<file path="src/rtl/rs_dispatch.sv">
// Reservation-station dispatch block. It holds NUM_RS instruction entries,
// wakes up waiting operands from the CDB (including a bypass at allocation),
// and dispatches the lowest-index READY entry through a registered strobe.
//
// Handshake: alloc_ready is high whenever some entry is FREE. An allocation
// happens on any edge where alloc_valid && alloc_ready. Dispatch happens on
// any edge where exec_ready is high and a READY entry exists. exec_b is a
// one-cycle registered pulse per dispatch, and exec_done later returns the
// entry index. No input is required to stay stable while waiting.
module rs_dispatch #(
    parameter int NUM_RS = 3,
    parameter int DATA_W = 8
) (
    input  logic              clk1,
    input  logic              rst_n,
    input  logic              alloc_valid,
    output logic              alloc_ready,
    input  logic [3:0]        alloc_func,
    input  logic [3:0]        alloc_rd,
    input  logic [2:0]        alloc_rob,
    input  logic              alloc_s1_rdy,
    input  logic              alloc_s2_rdy,
    input  logic [DATA_W-1:0] alloc_s1_data,
    input  logic [DATA_W-1:0] alloc_s2_data,
    input  logic [2:0]        alloc_s1_tag,
    input  logic [2:0]        alloc_s2_tag,
    input  logic              cdb_valid,
    input  logic [2:0]        cdb_tag,
    input  logic [DATA_W-1:0] cdb_data,
    input  logic              exec_ready,
    input  logic              exec_done,
    input  logic [2:0]        done_index,
    input  logic              flush,
    output logic              exec_b,
    output logic [2:0]        rs_index,
    output logic [DATA_W-1:0] rs1_data,
    output logic [DATA_W-1:0] rs2_data,
    output logic [3:0]        func,
    output logic [2:0]        rob_ind,
    output logic [3:0]        rd
);

    localparam logic [1:0] ST_FREE   = 2'd0;
    localparam logic [1:0] ST_WAIT   = 2'd1;
    localparam logic [1:0] ST_READY  = 2'd2;
    localparam logic [1:0] ST_ISSUED = 2'd3;

    logic [1:0]        r_state     [NUM_RS];
    logic [1:0]        w_state_nxt [NUM_RS];
    logic [3:0]        r_func      [NUM_RS];
    logic [3:0]        r_rd        [NUM_RS];
    logic [2:0]        r_rob       [NUM_RS];
    logic              r_v1        [NUM_RS];
    logic              r_v2        [NUM_RS];
    logic [2:0]        r_t1        [NUM_RS];
    logic [2:0]        r_t2        [NUM_RS];
    logic [DATA_W-1:0] r_d1        [NUM_RS];
    logic [DATA_W-1:0] r_d2        [NUM_RS];

    logic              r_exec_b;
    logic [2:0]        r_rs_index;
    logic [DATA_W-1:0] r_rs1_data;
    logic [DATA_W-1:0] r_rs2_data;
    logic [3:0]        r_func_o;
    logic [2:0]        r_rob_o;
    logic [3:0]        r_rd_o;

    logic              w_any_free;
    logic [2:0]        w_free_idx;
    logic              w_any_ready;
    logic [2:0]        w_sel_idx;
    logic              w_alloc_fire;
    logic              w_disp;
    logic              w_a_v1;
    logic              w_a_v2;
    logic [DATA_W-1:0] w_a_d1;
    logic [DATA_W-1:0] w_a_d2;
    logic [DATA_W-1:0] w_sel_d1;
    logic [DATA_W-1:0] w_sel_d2;
    logic [3:0]        w_sel_func;
    logic [2:0]        w_sel_rob;
    logic [3:0]        w_sel_rd;

    // Lowest-index FREE entry (allocation target) and lowest-index READY entry (dispatch pick).
    always_comb begin
        w_any_free  = 1'b0;
        w_free_idx  = '0;
        w_any_ready = 1'b0;
        w_sel_idx   = '0;
        for (int i = NUM_RS - 1; i >= 0; i--) begin
            if (r_state[i] == ST_FREE) begin
                w_any_free = 1'b1;
                w_free_idx = 3'(i);
            end
            if (r_state[i] == ST_READY) begin
                w_any_ready = 1'b1;
                w_sel_idx   = 3'(i);
            end
        end
    end

    assign alloc_ready  = w_any_free;
    assign w_alloc_fire = alloc_valid && w_any_free && !flush;
    assign w_disp       = exec_ready && w_any_ready && !flush;

    // An operand that is not ready at allocation can still be caught off the CDB in the same cycle.
    assign w_a_v1 = alloc_s1_rdy || (cdb_valid && (cdb_tag == alloc_s1_tag));
    assign w_a_v2 = alloc_s2_rdy || (cdb_valid && (cdb_tag == alloc_s2_tag));
    assign w_a_d1 = alloc_s1_rdy ? alloc_s1_data : cdb_data;
    assign w_a_d2 = alloc_s2_rdy ? alloc_s2_data : cdb_data;

    // Entry state register; reset discards every entry, including ISSUED ones.
    always_ff @(posedge clk1 or negedge rst_n) begin
        if (!rst_n) begin
            for (int i = 0; i < NUM_RS; i++) r_state[i] <= ST_FREE;
        end else begin
            for (int i = 0; i < NUM_RS; i++) r_state[i] <= w_state_nxt[i];
        end
    end

    // Per-entry next state. WAIT goes READY one cycle after its operands are complete, which
    // keeps a wakeup from dispatching in the same cycle. A done_index past the last entry matches nothing.
    always_comb begin
        for (int i = 0; i < NUM_RS; i++) begin
            w_state_nxt[i] = r_state[i];
            case (r_state[i])
                ST_FREE:   if (w_alloc_fire && (w_free_idx == 3'(i)))
                               w_state_nxt[i] = (w_a_v1 && w_a_v2) ? ST_READY : ST_WAIT;
                ST_WAIT:   if (r_v1[i] && r_v2[i]) w_state_nxt[i] = ST_READY;
                ST_READY:  if (w_disp && (w_sel_idx == 3'(i))) w_state_nxt[i] = ST_ISSUED;
                ST_ISSUED: if (exec_done && (done_index == 3'(i))) w_state_nxt[i] = ST_FREE;
                default:   w_state_nxt[i] = ST_FREE;
            endcase
            if (flush) w_state_nxt[i] = ST_FREE;
        end
    end

    // Entry payload: written at allocation, operands captured off the CDB while WAIT.
    always_ff @(posedge clk1 or negedge rst_n) begin
        if (!rst_n) begin
            for (int i = 0; i < NUM_RS; i++) begin
                r_func[i] <= '0;
                r_rd[i]   <= '0;
                r_rob[i]  <= '0;
                r_v1[i]   <= 1'b0;
                r_v2[i]   <= 1'b0;
                r_t1[i]   <= '0;
                r_t2[i]   <= '0;
                r_d1[i]   <= '0;
                r_d2[i]   <= '0;
            end
        end else begin
            for (int i = 0; i < NUM_RS; i++) begin
                if (flush) begin
                    r_v1[i] <= 1'b0;
                    r_v2[i] <= 1'b0;
                end else if (w_alloc_fire && (w_free_idx == 3'(i))) begin
                    r_func[i] <= alloc_func;
                    r_rd[i]   <= alloc_rd;
                    r_rob[i]  <= alloc_rob;
                    r_v1[i]   <= w_a_v1;
                    r_v2[i]   <= w_a_v2;
                    r_t1[i]   <= alloc_s1_tag;
                    r_t2[i]   <= alloc_s2_tag;
                    r_d1[i]   <= w_a_d1;
                    r_d2[i]   <= w_a_d2;
                end else if (cdb_valid && (r_state[i] == ST_WAIT)) begin
                    if (!r_v1[i] && (r_t1[i] == cdb_tag)) begin
                        r_v1[i] <= 1'b1;
                        r_d1[i] <= cdb_data;
                    end
                    if (!r_v2[i] && (r_t2[i] == cdb_tag)) begin
                        r_v2[i] <= 1'b1;
                        r_d2[i] <= cdb_data;
                    end
                end
            end
        end
    end

    // Output comb: payload mux of the entry picked for dispatch.
    always_comb begin
        w_sel_d1   = '0;
        w_sel_d2   = '0;
        w_sel_func = '0;
        w_sel_rob  = '0;
        w_sel_rd   = '0;
        for (int i = 0; i < NUM_RS; i++) begin
            if (w_sel_idx == 3'(i)) begin
                w_sel_d1   = r_d1[i];
                w_sel_d2   = r_d2[i];
                w_sel_func = r_func[i];
                w_sel_rob  = r_rob[i];
                w_sel_rd   = r_rd[i];
            end
        end
    end

    // Dispatch register: one-cycle strobe, payload held between dispatches.
    always_ff @(posedge clk1 or negedge rst_n) begin
        if (!rst_n) begin
            r_exec_b   <= 1'b0;
            r_rs_index <= '0;
            r_rs1_data <= '0;
            r_rs2_data <= '0;
            r_func_o   <= '0;
            r_rob_o    <= '0;
            r_rd_o     <= '0;
        end else begin
            r_exec_b <= w_disp;
            if (w_disp) begin
                r_rs_index <= w_sel_idx;
                r_rs1_data <= w_sel_d1;
                r_rs2_data <= w_sel_d2;
                r_func_o   <= w_sel_func;
                r_rob_o    <= w_sel_rob;
                r_rd_o     <= w_sel_rd;
            end
        end
    end

    assign exec_b   = r_exec_b;
    assign rs_index = r_rs_index;
    assign rs1_data = r_rs1_data;
    assign rs2_data = r_rs2_data;
    assign func     = r_func_o;
    assign rob_ind  = r_rob_o;
    assign rd       = r_rd_o;

endmodule

</file>
<file path="config.mk">
export PLATFORM = sky130hd
export DESIGN_NAME = rs_dispatch
export DESIGN_NICKNAME = d
export VERILOG_FILES = /design/src/rtl/rs_dispatch.sv
export SDC_FILE = /design/constraint.sdc
export NUM_CORES = 1
export LEC_CHECK = 0
export CAP_MARGIN = 20
export CORE_UTILIZATION = 50
export DETAILED_ROUTE_END_ITERATION = 6
export PLACE_DENSITY = 0.8
export SETUP_SLACK_MARGIN = 0.05
export SLEW_MARGIN = 5
export SYNTH_ARGS = -nofsm -noshare
export SYNTH_HDL_FRONTEND = slang
export SYNTH_SLANG_ARGS = --single-unit
</file>
<file path="constraint.sdc">
create_clock -name clk1 -period 4.14 [get_ports clk1]
set_input_delay 0.828 -clock clk1 [delete_from_list [all_inputs] [get_ports clk1]]
set_output_delay 0.828 -clock clk1 [all_outputs]
set_load 0.01 [all_outputs]
</file>
==> qor.csv <==
stage;metric;value;unit
grt;vias in the first global route;6036;
logic_synthesis;EDFF count, synth;0;
power;leakage power;3.85;nW
worst_setup_path;startpoint types;flip-flop;
worst_setup_path;Setup Crit Path Kind;flip-flop to output port;
logic_synthesis;flops & latches, synth;141;
worst_setup_path;CP Capture Type;output port;
clock_tree;Clock Path Buffers;2;
clock_tree;cts hold-fix bufs;0;
worst_setup_path;Arr. time, crit path;2.14;ns
placed_design;port bufs;86;
logic_synthesis;Synth Area per Inst;10.4;sq um
floorplan;Chip Height;122;um
grt;initial antenna violation count;0;
finish;nets;827;
power;Int Pwr;4.20;mW
floorplan;die area;14900;sq um
power;switching share of power;0.337;
floorplan;core area;13900;sq um
clock_tree;H-tree Lvls;4;
floorplan;Die X;122;um
timing;slew margin rel.;0.383;
finish;highest-count cells in the layout ignoring fill and taps;dfrtp_1, nand2_1, clkdlybuf4s50_1;
timing;Pins Over Slew Limit;0;
logic_synthesis;Yosys cell types;53;
finish;commonest non-fill, non-tap cell in the layout;dfrtp_1;
power;Clk pwr share;0.256;
power;peak supply drop;0.000321;V
clock_tree;setup bufs post-CTS;0;
drt;total detailed-routing wirelength;19200;um
clock_tree;CTS clk-pin slew, worst paths;0.06;ns
logic_synthesis;Synth Warn #;0;
finish;ratio of cells with drive above 1 in the final layout;0.140;
grt;largest net degree at the start of global routing;99;
timing;Hold Vio Cnt, Final;0;
timing;worst hold margin;0.483;ns
drt;post-route ant nets;0;
grt;Overflow after GRT;0;
worst_setup_path;required time of the critical path;3.31;ns
flow_run;max-cap viol count;0;
power;Power Dens Cells;723;nW/um^2
floorplan;Top Ports;88;
drt;initial DRC count;662;
power;Flop pwr share;0.384;
clock_tree;Clock Latency Late Sink;0.43;ns
placed_design;routability cong.;0.902;
worst_setup_path;slowest stage delay, CP;0.49;ns
logic_synthesis;top_reg_cell synth;dfrtp_1;
placed_design;placed cell area;8140;sq um
floorplan;row cnt;43;
timing;Setup-failing EPs final;0;
drt;wire length per cell;20.3;um
logic_synthesis;Post-Syn Area;7200;sq um
worst_setup_path;crit-path cells;inv_1 -> ha_1 -> or3_1 -> clkdlybuf4s50_1;
timing;Slew @ Worst Pin;0.925;ns
worst_setup_path;cell class contributing the biggest share of worst-path delay;buffers and inverters;
grt;GR Util All Layers;0.275;
timing;clock skew;0.00927;ns
power;Logic pwr share;0.360;
drt;DR vias;5930;
timing;Final WS setup;1.18;ns
power;NetSw;2.13;mW
drt;Detailed Routing Iterations Pass 1;6;
clock_tree;CTS buffer count;17;
clock_tree;CTS root buf;clkbuf_16;
logic_synthesis;synthesized net count;761;
timing;Setup Total Neg Slack;0;ns
worst_setup_path;Crit Path Max Fanout;11;
timing;Tmin final;2.96;ns
logic_synthesis;share of the synthesized area in the top cell type;0.490;
grt;first-pass GRT wire length;31100;um
clock_tree;CTS Sinks;141;
placed_design;Post-DP HPWL;12800;um
drt;number of remaining DRC errors;0;
placed_design;worst slack, placed;0.889;ns
logic_synthesis;Synth area leaders;dfrtp_1, mux2_2, a221o_1;
logic_synthesis;sequential area share after synthesis;0.490;
logic_synthesis;FFs w/ async S/R, synth;1.00;
logic_synthesis;cell taking the most area after synthesis;dfrtp_1;
floorplan;Starting Density;0.516;
timing;period utilization;0.716;
outcome;outcome;finished, final reports clean;
logic_synthesis;Syn Inst Count;691;
finish;fin area;8760;sq um
timing;max frequency;337;MHz
clock_tree;Post-CTS Resized;0;
worst_setup_path;worst path buffer plus inverter count;2;
finish;Ant. Diodes;0;
clock_tree;CTS tree;done;
worst_hold_path;worst hold-check path type;flip-flop to flip-flop;
worst_setup_path;slowest library cell on the worst path;clkdlybuf4s50_1;
timing;RSZ-0062 raised after global routing;no;
finish;Layout area overhead;21.8;%
drt;Avg Vias per Cell;6.25;
[synthesized netlist by cell type (11+ instances only)]
cell,instances
dfrtp_1,141
xor2_1,12
xnor2_1,12
nor2_1,61
buf_2,16
ha_1,14
buf_1,11
mux2i_1,16
clkbuf_1,19
nand2_1,113
a221o_1,48
o21ai_0,39
a22oi_1,58
mux2_2,44
[tightest hold or removal path, stage by stage (launching register included)]
cell     delay (ns)
dfrtp_1        0.34
nand2_1        0.05
nand2_1        0.05
[power by group through the flow]
stage	Sequential [mW]	Combinational [mW]	Clock [mW]
finish	2.43	2.28	1.62
global route	2.50	2.50	1.68
CTS	2.42	2.27	1.63
detailed placement	2.43	2.25	0
global placement	2.38	2.14	0
floorplan	2.38	1.46	0
[routing by layer]
| layer | track usage | wire length [um] | up-vias |
|---|---|---|---|
| li1 | - | - | 2629 |
| met1 | 0.354 | 8110 | 2928 |
| met2 | 0.439 | 9200 | 319 |
| met3 | 0.0707 | 1440 | 54 |
| met4 | 0.120 | 495 | 0 |
| met5 | 0 | 0 | - |
[stage by stage]
stage               total power [mW]   util  cells
floorplan                       3.84      -    691
global placement                4.52  0.584    918
detailed placement              4.68  0.584    918
CTS                             6.31  0.629    949
global route                    6.68  0.629    949
finish                          6.34  0.629    949
[logic make-up after synthesis]
logic type	count (synthesis)	synth area share
simple gates	218	0.139
compound gates	169	0.183
flops	141	0.490
buf+inv	63	0.0407
mux	61	0.0927
xor+xnor	24	0.0292
fa+ha+maj	14	0.0243
other cells	1	0.000521
[registers in the layout (all words and copies together) (netlist names)]
register,cells
r_rd,12
rs1_data,8
rob_ind,3
func,4
rs2_data,8
rd,4
r_rob,9
exec_b,1
r_t1,9
rs_index,2
r_state,6
r_v1,3
r_func,12
r_d2,24
r_v2,3
r_t2,9
r_d1,24
[final timing paths]
check,end,slack [ns],cells after the start,startpoint
min reg2reg,r_rd[4]$_DFFE_PN0P_,0.48,2,r_rd[4]$_DFFE_PN0P_
max,alloc_ready,1.18,4,r_state[2]$_DFFE_PN0P_
min,r_rd[4]$_DFFE_PN0P_,0.48,2,r_rd[4]$_DFFE_PN0P_
max in group asynchronous,r_t2[5]$_DFFE_PN0P_,2.73,2,rst_n
min in group asynchronous,r_state[3]$_DFFE_PN0P_,0.50,1,rst_n
max reg2reg,r_d2[9]$_DFFE_PN0P_,1.57,6,r_state[4]$_DFFE_PN0P_
[cell type report]
class                           instances  area (sq um)
Tap cell                              180           225
Fill cell                            1065          5170
Inverter                                9          33.8
Sequential cell                       141          3530
Multi-Input combinational cell        487          3380
Timing Repair Buffer                  101           975
Clock buffer                           21           460
Clock inverter                         10           163
No activity file was read; power rests on OpenSTA's default activity.
